--- src/rtl/cpu_pkg.sv ---
// Shared types and instruction-field helpers for the multi-cycle CPU core.
// Instruction word layout: {op[3:0], rd, rs, imm[DATA_W-1:0]}.
package cpu_pkg;

  typedef enum logic [3:0] {
    OP_NOP   = 4'h0,
    OP_LDI   = 4'h1,
    OP_ADD   = 4'h2,
    OP_SUB   = 4'h3,
    OP_AND   = 4'h4,
    OP_OR    = 4'h5,
    OP_XOR   = 4'h6,
    OP_ADDI  = 4'h7,
    OP_JMP   = 4'h8,
    OP_BEQZ  = 4'h9,
    OP_OUT   = 4'hA,
    OP_RSV_B = 4'hB,
    OP_RSV_C = 4'hC,
    OP_RSV_D = 4'hD,
    OP_RSV_E = 4'hE,
    OP_HALT  = 4'hF
  } opcode_e;

  typedef enum logic [1:0] {
    FETCH    = 2'd0,
    EXEC     = 2'd1,
    OUT_WAIT = 2'd2,
    HALT     = 2'd3
  } state_e;

  localparam int OP_W = 4;

  function automatic int instr_width(input int ra_w, input int data_w);
    return OP_W + 2 * ra_w + data_w;
  endfunction

  function automatic int rs_lsb(input int data_w);
    return data_w;
  endfunction

  function automatic int rd_lsb(input int ra_w, input int data_w);
    return data_w + ra_w;
  endfunction

  function automatic int op_lsb(input int ra_w, input int data_w);
    return data_w + 2 * ra_w;
  endfunction

  // Ops whose result goes through the ALU into rd, ALUResult and the zero flag.
  function automatic logic alu_writes(input opcode_e op);
    return op inside {OP_LDI, OP_ADD, OP_SUB, OP_AND, OP_OR, OP_XOR, OP_ADDI};
  endfunction

endpackage

--- src/rtl/cpu_multicycle_if.sv ---
// Bus bundle between the core, its instruction ROM and the output consumer.
// The core is the master: it drives the fetch address and the output channel.
interface cpu_multicycle_if #(
  parameter int DATA_W  = 8,
  parameter int PC_W    = 8,
  parameter int INSTR_W = 16
);

  logic [PC_W-1:0]    imem_addr;
  logic [INSTR_W-1:0] imem_data;
  logic [DATA_W-1:0]  cpu_out;
  logic               out_valid;
  logic               out_ready;

  modport master (
    output imem_addr,
    output cpu_out,
    output out_valid,
    input  imem_data,
    input  out_ready
  );

  modport slave (
    input  imem_addr,
    input  cpu_out,
    input  out_valid,
    output imem_data,
    output out_ready
  );

endinterface

--- src/rtl/cpu_alu.sv ---
// Combinational ALU: arithmetic wraps modulo 2**DATA_W, LDI passes b through.
// Non-ALU opcodes yield zero; the core does not latch the result for them.
module cpu_alu
  import cpu_pkg::*;
#(
  parameter int DATA_W = 8
) (
  input  opcode_e           op,
  input  logic [DATA_W-1:0] a,
  input  logic [DATA_W-1:0] b,
  output logic [DATA_W-1:0] result,
  output logic              zero
);

  always_comb begin
    // NOTE: default assignment first so no path leaves result unassigned (no latch).
    result = '0;
    case (op)
      OP_LDI:           result = b;
      OP_ADD, OP_ADDI:  result = a + b;
      OP_SUB:           result = a - b;
      OP_AND:           result = a & b;
      OP_OR:            result = a | b;
      OP_XOR:           result = a ^ b;
      default:          result = '0;
    endcase
    zero = (result == '0);
  end

endmodule

--- src/rtl/cpu_multicycle.sv ---
// Multi-cycle CPU core: FETCH/EXEC sequencing, register file, branches and a
// valid/ready output channel that stalls the core until the word is taken.
module cpu_multicycle
  import cpu_pkg::*;
#(
  parameter int DATA_W = 8,
  parameter int NREGS  = 4,
  parameter int PC_W   = 8
) (
  input  logic              clk,
  input  logic              reset,
  cpu_multicycle_if.master  bus,
  output logic [DATA_W-1:0] ALUResult,
  output logic              halted
);

  localparam int RA_W    = $clog2(NREGS);
  localparam int INSTR_W = instr_width(RA_W, DATA_W);
  localparam int RS_LSB  = rs_lsb(DATA_W);
  localparam int RD_LSB  = rd_lsb(RA_W, DATA_W);
  localparam int OP_LSB  = op_lsb(RA_W, DATA_W);

  state_e             state;
  logic [PC_W-1:0]    pc;
  logic [INSTR_W-1:0] ir;
  logic [DATA_W-1:0]  regs [NREGS];
  logic               zero_flag;
  logic [DATA_W-1:0]  cpu_out_q;
  logic               out_valid_q;

  opcode_e            op;
  logic [RA_W-1:0]    rd;
  logic [RA_W-1:0]    rs;
  logic [DATA_W-1:0]  imm;
  logic [DATA_W-1:0]  rd_val;
  logic [DATA_W-1:0]  rs_val;
  logic [DATA_W-1:0]  alu_b;
  logic [DATA_W-1:0]  alu_result;
  logic               alu_zero;
  logic [PC_W-1:0]    branch_target;

  assign op            = opcode_e'(ir[OP_LSB +: OP_W]);
  assign rd            = ir[RD_LSB +: RA_W];
  assign rs            = ir[RS_LSB +: RA_W];
  assign imm           = ir[DATA_W-1:0];
  assign rd_val        = regs[rd];
  assign rs_val        = regs[rs];
  assign branch_target = imm[PC_W-1:0];

  // Immediate-form ops feed the immediate into the ALU's second operand.
  assign alu_b = (op == OP_LDI || op == OP_ADDI) ? imm : rs_val;

  cpu_alu #(
    .DATA_W (DATA_W)
  ) u_alu (
    .op     (op),
    .a      (rd_val),
    .b      (alu_b),
    .result (alu_result),
    .zero   (alu_zero)
  );

  assign bus.imem_addr = pc;
  assign bus.cpu_out   = cpu_out_q;
  assign bus.out_valid = out_valid_q;

  always_ff @(posedge clk) begin
    if (reset) begin
      // NOTE: non-blocking everywhere here so every register samples pre-edge values.
      state       <= FETCH;
      pc          <= '0;
      ir          <= '0;
      zero_flag   <= 1'b0;
      ALUResult   <= '0;
      cpu_out_q   <= '0;
      out_valid_q <= 1'b0;
      halted      <= 1'b0;
      // NOTE: the register file is architecturally cleared by reset, so it is
      // built from resettable flops rather than left to a RAM macro.
      for (int i = 0; i < NREGS; i++) begin
        regs[i] <= '0;
      end
    end else begin
      case (state)
        FETCH: begin
          ir    <= bus.imem_data;
          pc    <= pc + PC_W'(1);
          state <= EXEC;
        end

        EXEC: begin
          state <= FETCH;
          if (alu_writes(op)) begin
            regs[rd]  <= alu_result;
            ALUResult <= alu_result;
            zero_flag <= alu_zero;
          end
          case (op)
            OP_JMP:  pc <= branch_target;
            OP_BEQZ: if (rd_val == '0) pc <= branch_target;
            OP_OUT: begin
              cpu_out_q   <= rd_val;
              out_valid_q <= 1'b1;
              state       <= OUT_WAIT;
            end
            OP_HALT: begin
              halted <= 1'b1;
              state  <= HALT;
            end
            default: ;
          endcase
        end

        // The word is offered for at least one full cycle, even if the
        // consumer was already ready while the OUT was executing.
        OUT_WAIT: begin
          if (bus.out_ready) begin
            out_valid_q <= 1'b0;
            state       <= FETCH;
          end
        end

        HALT: ;

        default: state <= FETCH;
      endcase
    end
  end

  // The zero flag is only ever set by an ALU op whose result, still held in
  // ALUResult, was zero.
  zero_flag_tracks_result: assert property (
    @(posedge clk) disable iff (reset) zero_flag |-> (ALUResult == '0)
  );

endmodule
--- src/flat_wrapper.sv ---
// flat-port wrapper written by rule: the top's interface ports become plain ports
module cpu_multicycle_flat import cpu_pkg::*;
#(
  parameter int DATA_W = 8,
  parameter int NREGS  = 4,
  parameter int PC_W   = 8
)
  (clk, reset, ALUResult, halted, bus_imem_addr, bus_cpu_out, bus_out_valid, bus_imem_data, bus_out_ready);
  cpu_multicycle_if #(.DATA_W(DATA_W), .PC_W(PC_W)) bus_i ();
  input  logic clk;
  input  logic reset;
  output logic [DATA_W-1:0] ALUResult;
  output logic halted;
  output wire logic [$bits(bus_i.imem_addr)-1:0] bus_imem_addr;
  output wire logic [$bits(bus_i.cpu_out)-1:0] bus_cpu_out;
  output wire logic [$bits(bus_i.out_valid)-1:0] bus_out_valid;
  input wire logic [$bits(bus_i.imem_data)-1:0] bus_imem_data;
  input wire logic [$bits(bus_i.out_ready)-1:0] bus_out_ready;
  assign bus_imem_addr = bus_i.imem_addr;
  assign bus_cpu_out = bus_i.cpu_out;
  assign bus_out_valid = bus_i.out_valid;
  assign bus_i.imem_data = bus_imem_data;
  assign bus_i.out_ready = bus_out_ready;
  cpu_multicycle #(.DATA_W(DATA_W), .NREGS(NREGS), .PC_W(PC_W)) u_core (.clk(clk), .reset(reset), .bus(bus_i), .ALUResult(ALUResult), .halted(halted));
endmodule
--- config.mk ---
export PLATFORM = sky130hd
export DESIGN_NAME = cpu_multicycle_flat
export DESIGN_NICKNAME = d
export VERILOG_FILES = /design/src/rtl/cpu_pkg.sv /design/src/rtl/cpu_multicycle_if.sv /design/src/rtl/cpu_alu.sv /design/src/rtl/cpu_multicycle.sv /design/src/flat_wrapper.sv
export SDC_FILE = /design/constraint.sdc
export NUM_CORES = 1
export LEC_CHECK = 0
export CORE_AREA = 4 4 132 134
export DETAILED_ROUTE_END_ITERATION = 6
export DIE_AREA = 0 0 136 138
export GPL_TIMING_DRIVEN = 0
export PLACE_DENSITY_LB_ADDON = 0.05
export SETUP_SLACK_MARGIN = 0.15
export SLEW_MARGIN = 20
export SYNTH_ARGS = -nofsm -noshare
export SYNTH_HDL_FRONTEND = slang
export SYNTH_HIERARCHICAL = 1
export SYNTH_SLANG_ARGS = --single-unit
--- constraint.sdc ---
create_clock -name clk -period 10.35 [get_ports clk]
set_input_delay 2.07 -clock clk [delete_from_list [all_inputs] [get_ports clk]]
set_output_delay 2.07 -clock clk [all_outputs]
set_load 0.01 [all_outputs]
; Word level (Yosys, flattened, before mapping)
; Memories as Yosys holds them, arrays and structs flattened. A register that Yosys moved wholly into a read port is not among the register bits.
; Index checks and enable logic that the tools add are counted.
; Widths: inputs -> output; s select.
[classes]
addsub = 3
eq_ne = 17
muxes = 24
bitwise_logic = 3
reduce_logical = 15
[ops]
columns = op, n
row1 = $pmux 8 s6, 1
row2 = $pmux 8 s2, 2
row3 = $mux 8, 3
row4 = $eq 4x3->1 const B, 4
row5 = $eq 4x4->1 const B, 4
row6 = $mux 2, 6
row7 = $mux 1, 9
row8 = $add 8x1->8 const B, 1
row9 = $add 8x8->8, 1
row10 = $and 8x8->8, 1
row11 = $eq 4x2->1 const B, 2
row12 = $logic_not 8->1, 1
row13 = $or 8x8->8, 1
row14 = $reduce_and 2->1, 4
row15 = $reduce_or 8->1, 1
row16 = $sub 8x8->8, 1
row17 = $xor 8x8->8, 1
row18 = $reduce_bool 7->1, 1
row19 = $ne 3x2->1 const B, 2
row20 = $pmux 2 s3, 1
row21 = $reduce_and 3->1, 2
row22 = $eq 4x1->1 const B, 1
row23 = $ne 2x2->1 const B, 2
row24 = $pmux 2 s2, 1
row25 = 8 further kinds, 9
[totals]
reg_bits = 44
ramBits = 32
n_memories = 1
[mem_list]
columns = memory, depth, width, rd, rd_ports_with_merged_regs, write_ports, line
row1 = u_core.regs, 4, 8, 2, 2, 4, cpu_multicycle.sv:26  ; logic [DATA_W-1:0] regs [NREGS];

; Longest topological paths before layout
; Gate-level depths: netlist of run 1.
[depth]
ltp_word = 8
ltp_mapped = 16
ltp_nobuf = 15

; By module
; The synthesis of run 1 kept the hierarchy.
[by_module_without_submodules]
columns = mod, n_inst, cells_per_inst, area_each_um2, seq_area_each_um2
row1 = cpu_multicycle, 1, 312, 3687.3, 1921.8
row2 = cpu_alu, 1, 146, 1091.0, 0.0

; Least setup slack after synthesis of run 1
; OpenSTA, ideal clock, no wires.
[synth_timing]
kind = register to register
start = register with a tool-made name
end = memory u_core.regs[3][6] (data pin)
setup_ns = 0.140
arrival_ns = 3.624
t_required_ns = 10.210
setup_slack_ns = 6.585
stages_incl_launch_ff = 14
n_path_buf = 1
period_less_slack_ns = 3.765
path_cell_list = dfxtp_1 clkbuf_1 mux4_2 mux2_2 inv_1 ha_1 mux2_2 fa_1 nand2b_1 a21oi_1 o21a_1 nor3_1 o31ai_1 and3_1
[synth_lines]
columns = element, line
row1 = to (decl), cpu_multicycle.sv:26

==> flow_summary.json, run 1 <==
{
  "status": "complete, no violations",
  "multi_input_area_um2": 2599,
  "cts_hold_buf": 0,
  "rsz0062_at_grt": "no",
  "cts_root_buf": "clkbuf_16",
  "drt-wirelength-per-cell_um": 18.81,
  "clk_pin_slew_ns": 0.06,
  "rr_worst_depth": 13,
  "regArea_um2": 1922,
  "ir_drop_v": 0.00008632,
  "cellLeakagePower_nw": 2.340,
  "die_h_um": 138,
  "rrSetupSlack_ns": 5.85,
  "hold_viol": 0,
  "rows": 47,
  "dieArea_um2": 18770,
  "grt_pass1_wl_um": 22000,
  "setup-violations-final": 0,
  "mostFrequentLayoutCells": "dfxtp_1 (48), clkdlybuf4s50_1 (44), nor2_1 (44)",
  "io_buffers": 44,
  "gr-total-overflow": 0,
  "cts_buffer_depth": 2,
  "cts_max_level": 3,
  "synth.net_count": 504,
  "antenna_found_initial": 0,
  "dp_hpwl_um": 10590,
  "path_class": "reg2reg",
  "hp-class": "reg2reg",
  "worstHoldEndpoint": "u_core/ALUResult[0]",
  "hold_depth": 1,
  "numCtsBuffers": 9,
  "crit_path_start_kind": "flip-flop",
  "path_cells": "clkbuf_1 -> mux4_2 -> mux2_2 -> inv_1 -> ha_1 -> mux2_2 -> fa_1 -> nand2b_1 -> a21oi_1 -> o21a_1 -> nor3_1 -> o31ai_1 -> and3_1",
  "gp_congestion": 0.8057,
  "synth_warnings": 6,
  "cp_num_buf_inv": 2,
  "worstHoldStart": "u_core/ALUResult[0]",
  "min_period_ns": 4.500,
  "crit_required_ns": 10.54,
  "final_common_cell": "dfxtp_1",
  "gr-usage-all-layers_pct": 15.22,
  "cp-end-kind": "flip-flop",
  "fin_crit_sh_pct": 43.48,
  "cts_tree": "built",
  "worst_pin_slew_ns": 0.8165,
  "grt_max_degree": 14,
  "fin_skew_ns": 0.01132,
  "syn_inst": 455,
  "nNetsFinal": 559,
  "setup_ws_ns": 5.850,
  "cap_violations": 0,
  "ant_nets": 0,
  "synth_area_per_cell_um2": 10.45,
  "drtIter0Drc": 175,
  "clock_sinks": 80,
  "area_delta_synth_final_pct": 20.72,
  "clkLatencyLatePin_ns": 0.34,
  "diodes": 0,
  "routed_wl_um": 13800,
  "worstPathArrival_ns": 4.69,
  "viasPerCell": 4.954,
  "cpMostUsedCell": "mux2_2",
  "r2r-end": "u_core/regs[3][6]",
  "maxSlewViolCount": 0,
  "drtPass1Iterations": 4,
  "critical_path.max_fanout": 8,
  "fillCellCount": 1684,
  "slowest_delay_ns": 0.60,
  "core_area_um2": 16290,
  "drc": 0,
  "io_pins": 45,
  "slew_headroom_pct": 45.56,
  "setup_tns_ns": 0,
  "crit_path_top_delay_cell": "clkbuf_1",
  "postCtsSetupRepairBufs": 0,
  "die_width_um": 136,
  "start_util_pct": 29.18,
  "drive_gt1_share_pct": 11.09,
  "cpLargestDelayFamily": "multiplexers",
  "pre_cts_slack_ns": 5.789,
  "max_freq_mhz": 222.2,
  "power.density_nw_per_um2": 148.4,
  "num_vias": 3636,
  "ctsResizeCount": 0,
  "syn_area_um2": 4753,
  "grt_pass1_vias": 3764
}
## sequential cells by signal (all words and copies together), names as in the netlist, named ones only
signal	flops
u_core/ALUResult	8
u_core/bus.cpu_out	8
u_core/bus.imem_addr	8
u_core/bus.out_valid	1
u_core/halted	1
u_core/ir	16
u_core/regs	32
u_core/state	2
## cell type report
class	count	share of cell area (%)
Multi-Input combinational cell	323	45.29
Sequential cell	80	33.49
Timing Repair Buffer	44	7.676
Tap cell	220	4.797
Clock buffer	11	4.230
Buffer	28	2.573
Inverter	24	1.570
Clock inverter	4	0.3707
## through the flow
| step | power, mW | cell area (µm²) | util, % | hold slack [ns] | std cells |
|---|---|---|---|---|---|
| 6_report | 0.8514 | 5738 | 35.23 | 0.4520 | 734 |
| 5_1_grt | 0.9010 | 5738 | 35.23 | 0.4789 | 734 |
| 4_1_cts | 0.8664 | 5738 | 35.23 | 0.4600 | 734 |
| 3_5_place_dp | 0.5698 | 5474 | 33.60 | 0.4415 | 719 |
| 3_3_place_gp | 0.5675 | 5469 | 33.57 | 0.4369 | 719 |
| 2_1_floorplan | 0.5033 | 4753 | - | 0.4635 | 455 |
## layer usage
layer	track usage, %	wire length [µm]	vias up
li1	-	-	1784
met1	21.44	6538	1756
met2	23.96	6434	86
met3	2.980	703	10
met4	3.979	127	0
met5	0	0	-
## where the power goes
| group | total [mW] | switching, mW | internal, mW |
|---|---|---|---|
| Clock | 0.290 | 0.123 | 0.167 |
| Sequential | 0.355 | 0.0129 | 0.342 |
| Combinational | 0.207 | 0.118 | 0.0887 |
## worst max path at each step
stage | endpoint | slack, ns | from | cells past startpoint
after floorplan | u_core/regs[3][6] | 6.70 | flip-flop | 13
after global placement | u_core/regs[0][1] | 5.56 | reset | 5
after detailed placement | u_core/ALUResult[6] | 5.79 | flip-flop | 14
after CTS | u_core/ALUResult[6] | 5.74 | flip-flop | 14
after global routing | u_core/ALUResult[6] | 5.50 | flip-flop | 14
final | u_core/regs[3][6] | 5.85 | flip-flop | 13
Note: power is estimated with default switching activity, not from simulation.
==> run 2, diff against run 1 <==
==> constraint.sdc (replaced) <==
create_clock -name clk -period 3.9 [get_ports clk]
set_input_delay 0.78 -clock clk [delete_from_list [all_inputs] [get_ports clk]]
set_output_delay 0.78 -clock clk [all_outputs]
set_load 0.01 [all_outputs]
==> flow_summary.json, run 2 (synthesized netlist as in run 1, its figures left out) <==
{
  "drtIter0Drc": 187,
  "drive_gt1_share_pct": 14.91,
  "routedLengthMet1_um": 6835,
  "io_buffers": 44,
  "worst_pin_slew_ns": 0.8416,
  "dr_wl_met2_um": 6425,
  "p_seq_share_pct": 41.1,
  "clkLatencyLatePin_ns": 0.34,
  "clk_pin_slew_ns": 0.06,
  "fin_crit_sh_pct": 91.56,
  "ir_drop_v": 0.0002296,
  "power.switching_mw": 0.6896,
  "cts_max_level": 3,
  "cts_hold_buf": 0,
  "routed.top_layer": "met4",
  "pre_cts_slack_ns": -0.6612,
  "nNetsFinal": 568,
  "cts_buffer_depth": 2,
  "drtPass1Iterations": 4,
  "regArea_um2": 1926,
  "diodes": 0,
  "min_period_ns": 3.571,
  "instances_no_fill": 743,
  "cts_root_buf": "clkbuf_16",
  "gr-total-overflow": 0,
  "routed_wl_um": 13940,
  "core_area_um2": 16290,
  "swShare_pct": 30.06,
  "num_vias": 3695,
  "top_register": "u_core/regs",
  "worstPathArrival_ns": 3.80,
  "wl_met3_um": 530,
  "gp_congestion": 0.8057,
  "rows": 47,
  "crit_path_start_kind": "flip-flop",
  "comb_power_share_pct": 25.2,
  "timing.hold.ws_ns": 0.4522,
  "finish.utilization_pct": 35.98,
  "cp-end-kind": "flip-flop",
  "antenna_found_initial": 0,
  "slowest_delay_ns": 0.51,
  "fin_skew_ns": 0.01150,
  "hold_viol": 0,
  "die_h_um": 138,
  "fillCellCount": 1675,
  "grt_max_degree": 14,
  "mostFrequentLayoutCells": "dfxtp_1 (45), clkdlybuf4s50_1 (44), nor2_1 (44)",
  "dp_hpwl_um": 10590,
  "maxSlewViolCount": 0,
  "numCtsBuffers": 9,
  "cpMostUsedCell": "ha_1",
  "pwr-share-clk_pct": 33.7,
  "cellLeakagePower_nw": 2.419,
  "io_pins": 45,
  "dieArea_um2": 18770,
  "setup-violations-final": 0,
  "viasPerCell": 4.973,
  "slew_headroom_pct": 43.89,
  "clock_sinks": 80,
  "die_width_um": 136,
  "crit_required_ns": 4.13,
  "cap_violations": 0,
  "hp-class": "reg2reg",
  "grt_pass1_vias": 3788,
  "path_cells": "buf_8 -> mux4_2 -> mux2_4 -> inv_2 -> ha_1 -> mux2_2 -> inv_1 -> ha_1 -> nor2b_1 -> o2111ai_2 -> nand3_1 -> xnor2_1 -> o211ai_1 -> buf_4 -> and3_1 -> a21o_1",
  "dp_cells": 719,
  "max_freq_mhz": 280.0,
  "power.density_nw_per_um2": 391.5,
  "grt_pass1_wl_um": 22050,
  "crit_path_top_delay_cell": "mux4_2",
  "setup_ws_ns": 0.3291,
  "path_class": "reg2reg",
  "largest_registers": "u_core/regs (32), u_core/ir (16)",
  "start_util_pct": 29.18,
  "critical_path.max_fanout": 8,
  "ant_nets": 0,
  "cts_tree": "built",
  "gr-usage-all-layers_pct": 15.25,
  "largest_register_ffs": 32,
  "drc": 0,
  "multi_input_area_um2": 2630,
  "internal_power_mw": 1.605,
  "drt-wirelength-per-cell_um": 18.77,
  "status": "complete, no violations",
  "final_common_cell": "dfxtp_1",
  "area_delta_synth_final_pct": 23.30,
  "rsz0062_at_grt": "no"
}
run 2: changes by cell type in the layout (fill, tap and decap cells not counted), moves of 2 or more:
cell / delta
dfxtp_1: -3
mux2_2: -2
buf_4: +9
dfxtp_2: +3
mux2_4: +2
clkbuf_1: -2
run 2: final timing paths:
check | startpoint | endpoint | slack, ns | cells after the start
min reg2reg | u_core/ALUResult[0] | u_core/ALUResult[0] | 0.45 | 1
min | u_core/ALUResult[0] | u_core/ALUResult[0] | 0.45 | 1
max reg2reg | flip-flop | u_core/ALUResult[5] | 0.33 | 16
max | flip-flop | u_core/ALUResult[5] | 0.33 | 16
run 2: per-layer routing:
layer | vias up | GRT usage (%)
li1 | 1801 | -
met1 | 1810 | 21.46
met2 | 71 | 24.02
met3 | 13 | 2.980
met4 | 0 | 4.032
met5 | - | 0
run 2: metrics by stage:
stage	instance area (µm²)	power (mW)	setup TNS, ns
after floorplan	4753	1.336	0
after global placement	5469	1.506	-8.404
after detailed placement	5474	1.512	-8.660
after CTS	5789	2.312	0
after global routing	5861	2.421	0
final	5861	2.294	0
run 2: area by class of cell:
cell class	count	area share [%]
Multi-Input combinational cell	323	44.88
Sequential cell	80	32.86
Timing Repair Buffer	53	8.732
Tap cell	220	4.697
Clock buffer	11	4.142
Buffer	28	2.797
Inverter	24	1.537
Clock inverter	4	0.3629
run 2: power groups by stage:
stage | Sequential (mW) | Combinational, mW | Clock, mW
2_1_floorplan | 0.949 | 0.386 | 0
3_3_place_gp | 0.960 | 0.546 | 0
3_5_place_dp | 0.961 | 0.551 | 0
4_1_cts | 0.943 | 0.566 | 0.803
5_1_grt | 0.948 | 0.640 | 0.833
6_report | 0.943 | 0.579 | 0.773
run 2: what timing repair did:
action,4_1_cts,5_1_grt
gates resized for setup,7,14
gates cloned,0,0
pin swaps,2,4
setup buffers,4,5
setup endpoints to repair,35,23
run 2: worst max-delay path, delay by kind of cell, from the launching register on:
kind / cells / cell delay (ns)
adders and majority gates: 2 / 0.46
AOI/OAI and AO/OA: 3 / 0.49
xor gates and xnor gates: 1 / 0.18
buffers and inverters: 4 / 0.44
muxes: 3 / 1.12
and+or+nand+nor: 3 / 0.42
DFF: 1 / 0.33
